[config.mk]
export PLATFORM = sky130hd
export DESIGN_NAME = alu_share_arbiter
export DESIGN_NICKNAME = d
export VERILOG_FILES = /design/src/rtl/alu_share_arbiter.sv
export SDC_FILE = /design/constraint.sdc
export NUM_CORES = 1
export LEC_CHECK = 0
export CORE_MARGIN = 2
export CORE_UTILIZATION = 35
export CTS_CLUSTER_SIZE = 14
export DETAILED_ROUTE_END_ITERATION = 8
export PLACE_DENSITY = 0.85
export SYNTH_ARGS = -nofsm -noshare
export SYNTH_HDL_FRONTEND = slang
export SYNTH_SLANG_ARGS = --single-unit
[constraint.sdc]
create_clock -name CLK -period 1.9 [get_ports CLK]
set_clock_uncertainty 0.2 [all_clocks]
set_input_delay 0.38 -clock CLK [delete_from_list [all_inputs] [get_ports CLK]]
set_output_delay 0.38 -clock CLK [all_outputs]
set_load 0.005 [all_outputs]
[src/rtl/alu_share_arbiter.sv]
// Two-requester round-robin arbiter and sequencer for one shared ALU.
// One operation in flight at a time; operands latched, result and flags registered.
module alu_share_arbiter #(
  parameter int WIDTH = 32
) (
  input  logic             CLK,
  input  logic             RST_n,
  input  logic [1:0]       req_valid,
  output logic [1:0]       req_ready,
  input  logic [2:0]       req0_op,
  input  logic [2:0]       req1_op,
  input  logic [WIDTH-1:0] req0_a,
  input  logic [WIDTH-1:0] req0_b,
  input  logic [WIDTH-1:0] req1_a,
  input  logic [WIDTH-1:0] req1_b,
  output logic [1:0]       rsp_valid,
  input  logic [1:0]       rsp_ready,
  output logic [WIDTH-1:0] rsp_result,
  output logic             rsp_zero,
  output logic             rsp_err,
  output logic [2:0]       alu_opcode,
  output logic [WIDTH-1:0] alu_rega,
  output logic [WIDTH-1:0] alu_regb,
  input  logic [WIDTH-1:0] alu_result,
  input  logic             alu_zero
);

  typedef enum logic [1:0] {
    IDLE = 2'd0,
    EXEC = 2'd1,
    RESP = 2'd2
  } state_t;

  function automatic logic is_unsupported(input logic [2:0] op);
    return (op[2:1] == 2'b11);
  endfunction

  function automatic logic [1:0] onehot2(input logic id);
    return id ? 2'b10 : 2'b01;
  endfunction

  state_t           state_r;
  state_t           state_next_s;
  logic             prio_r;
  logic             owner_r;
  logic [2:0]       op_r;
  logic [WIDTH-1:0] a_r;
  logic [WIDTH-1:0] b_r;
  logic [WIDTH-1:0] result_r;
  logic             zero_r;
  logic             err_r;
  logic [1:0]       rsp_valid_r;

  logic             grant_valid_s;
  logic             grant_id_s;
  logic [1:0]       req_ready_s;
  logic             accept_s;
  logic             rsp_done_s;

  // Round-robin grant: a lone requester wins, a tie goes to prio.
  always_comb begin
    grant_valid_s = 1'b0;
    grant_id_s    = 1'b0;
    case (req_valid)
      2'b01: begin
        grant_valid_s = 1'b1;
        grant_id_s    = 1'b0;
      end
      2'b10: begin
        grant_valid_s = 1'b1;
        grant_id_s    = 1'b1;
      end
      2'b11: begin
        grant_valid_s = 1'b1;
        grant_id_s    = prio_r;
      end
      default: begin
        grant_valid_s = 1'b0;
        grant_id_s    = 1'b0;
      end
    endcase
  end

  // Request accept is only offered in IDLE, and only to the granted requester.
  always_comb begin
    req_ready_s = 2'b00;
    if ((state_r == IDLE) && grant_valid_s) begin
      req_ready_s = onehot2(grant_id_s);
    end else begin
      req_ready_s = 2'b00;
    end
  end

  assign accept_s   = |(req_valid & req_ready_s);
  assign rsp_done_s = (state_r == RESP) && rsp_ready[owner_r];

  // Next-state logic for the accept / execute / respond sequence.
  always_comb begin
    state_next_s = state_r;
    case (state_r)
      IDLE: begin
        if (accept_s) begin
          state_next_s = EXEC;
        end else begin
          state_next_s = IDLE;
        end
      end
      EXEC: begin
        state_next_s = RESP;
      end
      RESP: begin
        if (rsp_done_s) begin
          state_next_s = IDLE;
        end else begin
          state_next_s = RESP;
        end
      end
      default: begin
        state_next_s = IDLE;
      end
    endcase
  end

  // State register.
  always_ff @(posedge CLK or negedge RST_n) begin
    if (!RST_n) begin
      state_r <= IDLE;
    end else begin
      state_r <= state_next_s;
    end
  end

  // Operand capture and round-robin pointer update on an accepted request.
  always_ff @(posedge CLK or negedge RST_n) begin
    if (!RST_n) begin
      prio_r  <= 1'b0;
      owner_r <= 1'b0;
      op_r    <= 3'b000;
      a_r     <= {WIDTH{1'b0}};
      b_r     <= {WIDTH{1'b0}};
    end else if (accept_s) begin
      prio_r  <= ~grant_id_s;
      owner_r <= grant_id_s;
      op_r    <= grant_id_s ? req1_op : req0_op;
      a_r     <= grant_id_s ? req1_a  : req0_a;
      b_r     <= grant_id_s ? req1_b  : req0_b;
    end else begin
      prio_r  <= prio_r;
      owner_r <= owner_r;
      op_r    <= op_r;
      a_r     <= a_r;
      b_r     <= b_r;
    end
  end

  // Response registers: capture ALU output at the end of EXEC, hold through RESP.
  always_ff @(posedge CLK or negedge RST_n) begin
    if (!RST_n) begin
      result_r    <= {WIDTH{1'b0}};
      zero_r      <= 1'b0;
      err_r       <= 1'b0;
      rsp_valid_r <= 2'b00;
    end else if (state_r == EXEC) begin
      // Unsupported opcodes report a clean zero result whatever the ALU drives.
      if (is_unsupported(op_r)) begin
        result_r <= {WIDTH{1'b0}};
        zero_r   <= 1'b1;
        err_r    <= 1'b1;
      end else begin
        result_r <= alu_result;
        zero_r   <= alu_zero;
        err_r    <= 1'b0;
      end
      rsp_valid_r <= onehot2(owner_r);
    end else if (rsp_done_s) begin
      result_r    <= result_r;
      zero_r      <= zero_r;
      err_r       <= err_r;
      rsp_valid_r <= 2'b00;
    end else begin
      result_r    <= result_r;
      zero_r      <= zero_r;
      err_r       <= err_r;
      rsp_valid_r <= rsp_valid_r;
    end
  end

  assign req_ready  = req_ready_s;
  assign rsp_valid  = rsp_valid_r;
  assign rsp_result = result_r;
  assign rsp_zero   = zero_r;
  assign rsp_err    = err_r;
  assign alu_opcode = op_r;
  assign alu_rega   = a_r;
  assign alu_regb   = b_r;

endmodule

# Word level (Yosys, flattened, before mapping)
# Index checks and enable logic that the tools add are counted.
dict set report word_totals {
  memories 0
  out_inout_bits 105
  input_bits 173
  wordCells 43
  latchBits 0
  ff_bits 107
  ramBits 0
  rom_bits 0
}
dict set report classes {
  n_lt_le_gt_ge 1
  n_eq_ne 6
  bitwise_logic 2
  n_div 0
  reduce_logical 6
  n_mux 18
  mul 0
  add_sub_neg 0
  shifts 0
}
# cell count
set ops {}
lappend ops {{$mux W32} 3}
lappend ops {{$mux W2} 6}
lappend ops {{$eq A2 B2 Y1 const B} 4}
lappend ops {{$mux W1} 6}
lappend ops {{$pmux W2 S3} 1}
lappend ops {{$eq A2 B1 Y1 const B} 2}
lappend ops {{$mux W3} 1}
lappend ops {{$reduce_or A3 Y1} 1}
lappend ops {{$and A2 B2 Y2} 1}
lappend ops {{$logic_and A1 B1 Y1} 2}
lappend ops {{$logic_not A2 Y1} 1}
lappend ops {{$lt A1 B2 Y1 const B} 1}
lappend ops {{$pmux W1 S2} 1}
lappend ops {{$reduce_bool A2 Y1} 1}
lappend ops {{$reduce_or A2 Y1} 1}
lappend ops {{$not A1 Y1} 1}

# Depth between registers and ports, before layout
dict set report depth {
  ltp_word 9
  mapped_depth 6
  mapped_depth_nobuf 3
}

# Worst setup path after synthesis
# No wires, ideal clock.
dict set report synth_path {
  kind {register to register}
  startpoint {reg state_r[0]}
  endpoint {reg b_r[20], in the netlist alu_regb[20]}
  path_buffers 2
  synth_period_minus_slack_ns 1.722
  path_slack_ns 0.178
  stages_incl_launch_ff 6
  setup_time_ns 0.126
  required_ns 1.574
  arrival_time_ns 1.397
  path_cell_list {dfrtp_1 > or2_1 > clkbuf_1 > clkbuf_1 > o21a_1 > a221o_1}
}
dict set report synth_via {
  elab_chain_cells 5
}
# item line_no
set synth_lines {}
lappend synth_lines {{from (decl)} 42} ;# state_t state_r;
lappend synth_lines {{from (signal assigned)} 129} ;# state_r <= state_next_s;
lappend synth_lines {{$logic_not A2 Y1} 87} ;# if ((state_r == IDLE) && grant_valid_s) begin
lappend synth_lines {{$logic_and A1 B1 Y1} 87}
lappend synth_lines {{$mux W2} 87}
lappend synth_lines {{$and A2 B2 Y2} 94} ;# assign accept_s = |(req_valid & req_ready_s);
lappend synth_lines {{$reduce_or A2 Y1} 94}
lappend synth_lines {{to (signal assigned)} 140} ;# b_r <= {WIDTH{1'b0}};
lappend synth_lines {{to (signal assigned)} 146} ;# b_r <= grant_id_s ? req1_b : req0_b;
lappend synth_lines {{to (signal assigned)} 152} ;# b_r <= b_r;
lappend synth_lines {{to (decl)} 48} ;# logic [WIDTH-1:0] b_r;
# Every way passes these cells.
# A chain may end at the register's enable or synchronous reset.

# Final worst setup path
dict set report layout_path {
  startpoint {reg state_r[0]}
  endpoint {reg b_r[15], in the netlist alu_regb[15]}
}
# The elaborated chain is that of the path after synthesis.

==> impl_metrics.xml <==
<?xml version="1.0" encoding="UTF-8"?>
<metrics>
  <group name="run_status">
    <metric name="outcome" unit="">completed</metric>
  </group>
  <group name="synthesis">
    <metric name="synthesis.nets" unit="">517</metric>
    <metric name="asyncSetResetFlopFracSynth" unit="">1.000</metric>
    <metric name="synth_flop_cell" unit="">sky130_fd_sc_hd__dfrtp_1</metric>
    <metric name="edff_count_synth" unit="">0</metric>
    <metric name="synth_largest_type_area_fraction" unit="">0.5956</metric>
    <metric name="yosysTopAreaCell" unit="">sky130_fd_sc_hd__dfrtp_1</metric>
    <metric name="synth_area" unit="um^2">4496</metric>
    <metric name="synth_most_common_cell" unit="">sky130_fd_sc_hd__dfrtp_1</metric>
    <metric name="netlist_instances" unit="">344</metric>
    <metric name="yosysWarnings" unit="">0</metric>
    <metric name="synth_top_cells_by_count" unit="">107 x sky130_fd_sc_hd__dfrtp_1, 67 x sky130_fd_sc_hd__a221o_1, 67 x sky130_fd_sc_hd__o21a_1</metric>
    <metric name="synth_sequential_area_ratio" unit="">0.5956</metric>
    <metric name="synth.area.top_cells" unit="">sky130_fd_sc_hd__dfrtp_1 60%, sky130_fd_sc_hd__a221o_1 15%, sky130_fd_sc_hd__o21a_1 11%</metric>
    <metric name="ys_ff_latch" unit="">107</metric>
    <metric name="ys_types" unit="">23</metric>
    <metric name="post_synth.cell_area_avg" unit="um^2">13.07</metric>
  </group>
  <group name="power_and_ir_drop">
    <metric name="power.density" unit="nW/um^2">1535</metric>
    <metric name="total_leakage_power" unit="uW">0.003284</metric>
    <metric name="vdd.ir_drop.worst" unit="mV">0.6130</metric>
  </group>
  <group name="global_routing">
    <metric name="grt_overflow" unit="">0</metric>
    <metric name="overall_global_routing_resource_usage" unit="">0.2151</metric>
    <metric name="grt_use_met3" unit="">0.06761</metric>
    <metric name="via_count_of_the_first_global_routing_pass" unit="">4608</metric>
    <metric name="grt_antenna_before_repair" unit="">1</metric>
    <metric name="grt_pass1_wl" unit="um">24060</metric>
    <metric name="globalRoute.busiestLayer" unit="">met2</metric>
    <metric name="grt_start_max_net_pins" unit="">46</metric>
    <metric name="grt.met2_usage" unit="">0.3871</metric>
    <metric name="grt_use_met1" unit="">0.2369</metric>
  </group>
  <group name="critical_path">
    <metric name="worst-r2r-setup-slack" unit="ns">0.07</metric>
    <metric name="critPathCapture" unit="">alu_regb[15]</metric>
    <metric name="critical_path.endpoint_type" unit="">flop</metric>
    <metric name="startpoint_type" unit="">flop</metric>
    <metric name="crit_fanout" unit="">41</metric>
    <metric name="worst-r2r-cell-count" unit="">5</metric>
    <metric name="r2r-start" unit="">state_r[0]</metric>
    <metric name="cp_data_required_time" unit="ns">1.91</metric>
    <metric name="setup.worst_path.start" unit="">state_r[0]</metric>
    <metric name="crit-reg2reg-capture" unit="">alu_regb[15]</metric>
    <metric name="crit_type" unit="">reg -&gt; reg</metric>
    <metric name="cp_data_arrival_time" unit="ns">1.84</metric>
  </group>
  <group name="clock_tree">
    <metric name="htree_levels" unit="">3</metric>
    <metric name="buffer_cell_driving_the_clock_tree_root" unit="">sky130_fd_sc_hd__clkbuf_16</metric>
    <metric name="clock_insertion_delay_worst_skew" unit="ns">0.33</metric>
    <metric name="cts.clk_slew.worst_paths" unit="ns">0.07</metric>
    <metric name="cts_buffers" unit="">9</metric>
    <metric name="clock_sinks" unit="">107</metric>
    <metric name="tritoncts" unit="">yes</metric>
    <metric name="cts_buffer_depth" unit="">2</metric>
  </group>
  <group name="cells_and_area">
    <metric name="final_layout_size_suffix_gt1_frac" unit="">0.07680</metric>
    <metric name="final_nets" unit="">793</metric>
    <metric name="layout-area-overhead-vs-synth" unit="%">75.70</metric>
    <metric name="nFillCells" unit="">952</metric>
  </group>
  <group name="timing">
    <metric name="finalMaxSlewViolations" unit="">0</metric>
    <metric name="final.setup.worst_slack" unit="ns">0.07242</metric>
    <metric name="fmax" unit="MHz">547.2</metric>
    <metric name="layout_worst_path_cycle_share" unit="">0.9619</metric>
    <metric name="timing.slew.headroom" unit="">0.7099</metric>
    <metric name="finalHoldViolations" unit="">0</metric>
    <metric name="unrepaired_setup_endpoints_after_global_routing" unit="">no</metric>
    <metric name="finalCriticalPeriod" unit="ns">1.828</metric>
    <metric name="hold_ws" unit="ns">0.3008</metric>
    <metric name="total_neg_setup_slack" unit="ns">0</metric>
    <metric name="worst_slew_pin_slew" unit="ns">0.4352</metric>
    <metric name="setup_viol" unit="">0</metric>
  </group>
  <group name="hold_path">
    <metric name="worst_hold_check_path_type" unit="">reg -&gt; reg</metric>
  </group>
  <group name="floorplanning">
    <metric name="design.die.area" unit="um^2">13770</metric>
    <metric name="io-pin-count" unit="">278</metric>
    <metric name="coreArea" unit="um^2">12570</metric>
    <metric name="die_width" unit="um">117.3</metric>
    <metric name="die_height" unit="um">117.3</metric>
    <metric name="initial_core_utilization" unit="">0.3577</metric>
    <metric name="rows" unit="">41</metric>
  </group>
  <group name="placement">
    <metric name="routability_driven_placement_congestion_ratio" unit="">0.8252</metric>
    <metric name="dp_hpwl" unit="um">11330</metric>
    <metric name="preCtsSetupSlack" unit="ns">-0.3197</metric>
    <metric name="portBuffers" unit="">277</metric>
  </group>
  <group name="drt">
    <metric name="remaining_drc_errors" unit="">0</metric>
    <metric name="route.detailed.vias_per_inst" unit="">5.348</metric>
    <metric name="drtAntennaViolNets" unit="">0</metric>
    <metric name="wl_per_cell" unit="um">18.87</metric>
    <metric name="drt_wl_total" unit="um">15060</metric>
    <metric name="drt_pre_antenna_iters" unit="">4</metric>
    <metric name="dr_total_vias" unit="">4268</metric>
    <metric name="drtIter0Drc" unit="">229</metric>
  </group>
  <group name="flow_run">
    <metric name="max_cap_viol_count" unit="">0</metric>
  </group>
</metrics>
[cell type report]
class / instances / area [um^2] / share of cell area
repair buffers: 303 / 3025 / 0.3830
flip-flops and latches: 107 / 2678 / 0.3390
multi-input cells: 197 / 1650 / 0.2089
clock buffers: 12 / 246.5 / 0.03121
well taps: 172 / 215.2 / 0.02725
clock inverters: 4 / 73.82 / 0.009346
inverters: 2 / 7.507 / 0.0009504
diodes: 1 / 2.502 / 0.0003168
[what timing repair did]
action                                 CTS  global route
setup endpoints to repair               29             3
endpoints found under the hold margin   24             0
buffers inserted                         3             1
pin swaps                                3             1
resized for setup                       12             2
hold buffers                             1             0
[worst min-delay path by stage]
stage / startpoint / end / slack [ns] / depth (start not counted)
floorplan: RST_n / alu_opcode[0] / -0.12 / 0
global placement: RST_n / rsp_zero / 0.13 / 1
detailed placement: RST_n / rsp_zero / 0.13 / 1
CTS: rsp_err / rsp_err / 0.31 / 2
global route: rsp_result[29] / rsp_result[29] / 0.31 / 1
finish: rsp_err / rsp_err / 0.30 / 2
[per-layer routing]
metal | routed length, um | part of all wire | vias up
met5 | 0 | 0 | -
met4 | 381 | 0.025 | 0
met3 | 1243 | 0.083 | 33
met2 | 7682 | 0.51 | 199
met1 | 5748 | 0.38 | 2127
li1 | - | - | 1909
[cell families after synthesis]
group / share of synthesized area
buffers and inverters: 0.04230
flip-flops: 0.5956
AND/OR/NAND/NOR: 0.02338
AO/OA/AOI/OAI: 0.3387
[report_power, final]
part / total, uW / internal [uW] / switching, uW
clock network: 2000 / 1190 / 808
logic: 6100 / 3810 / 2280
registers: 4020 / 3380 / 639
[registers in the layout, summed over array words and instances (netlist names)]
signal      count
alu_regb       32
state_r         2
alu_opcode      3
rsp_valid       2
rsp_result     32
rsp_zero        1
prio_r          1
rsp_err         1
owner_r         1
alu_rega       32
[per-stage QoR]
stage               instance area (um^2)    util  total power [uW]  std cells
floorplan                           4496       -              6738        344
global placement                    7528  0.5990              9838        776
detailed placement                  7528  0.5990             10080        776
CTS                                 7899  0.6285             12220        796
global route                        7896  0.6283             12840        797
finish                              7899  0.6285             12120        798
[worst max-delay path, cell delays in order (launching register included)]
cell and delay, ns:
sky130_fd_sc_hd__dfrtp_1 0.40, sky130_fd_sc_hd__buf_4 0.16, sky130_fd_sc_hd__or2_4 0.27, sky130_fd_sc_hd__buf_12 0.18
sky130_fd_sc_hd__o21a_1 0.21, sky130_fd_sc_hd__a221o_1 0.27
[layout by cell type, fill, tap and decap left out, types with 2 or more instances in the layout]
master	count
sky130_fd_sc_hd__clkbuf_1	2
sky130_fd_sc_hd__clkbuf_16	9
sky130_fd_sc_hd__buf_12	5
sky130_fd_sc_hd__nor2_1	4
sky130_fd_sc_hd__nand2b_1	4
sky130_fd_sc_hd__clkbuf_2	2
sky130_fd_sc_hd__o21ai_0	3
sky130_fd_sc_hd__o21a_1	67
sky130_fd_sc_hd__buf_4	20
sky130_fd_sc_hd__a21oi_1	4
sky130_fd_sc_hd__and3_4	2
sky130_fd_sc_hd__dlygate4sd2_1	2
sky130_fd_sc_hd__a221o_1	67
sky130_fd_sc_hd__clkdlybuf4s50_1	272
sky130_fd_sc_hd__dfrtp_1	107
sky130_fd_sc_hd__inv_1	2
sky130_fd_sc_hd__bufinv_16	2
sky130_fd_sc_hd__a22o_1	32
sky130_fd_sc_hd__nor2b_1	2
sky130_fd_sc_hd__nand2_1	3
Power figures use the tool's default switching activity.
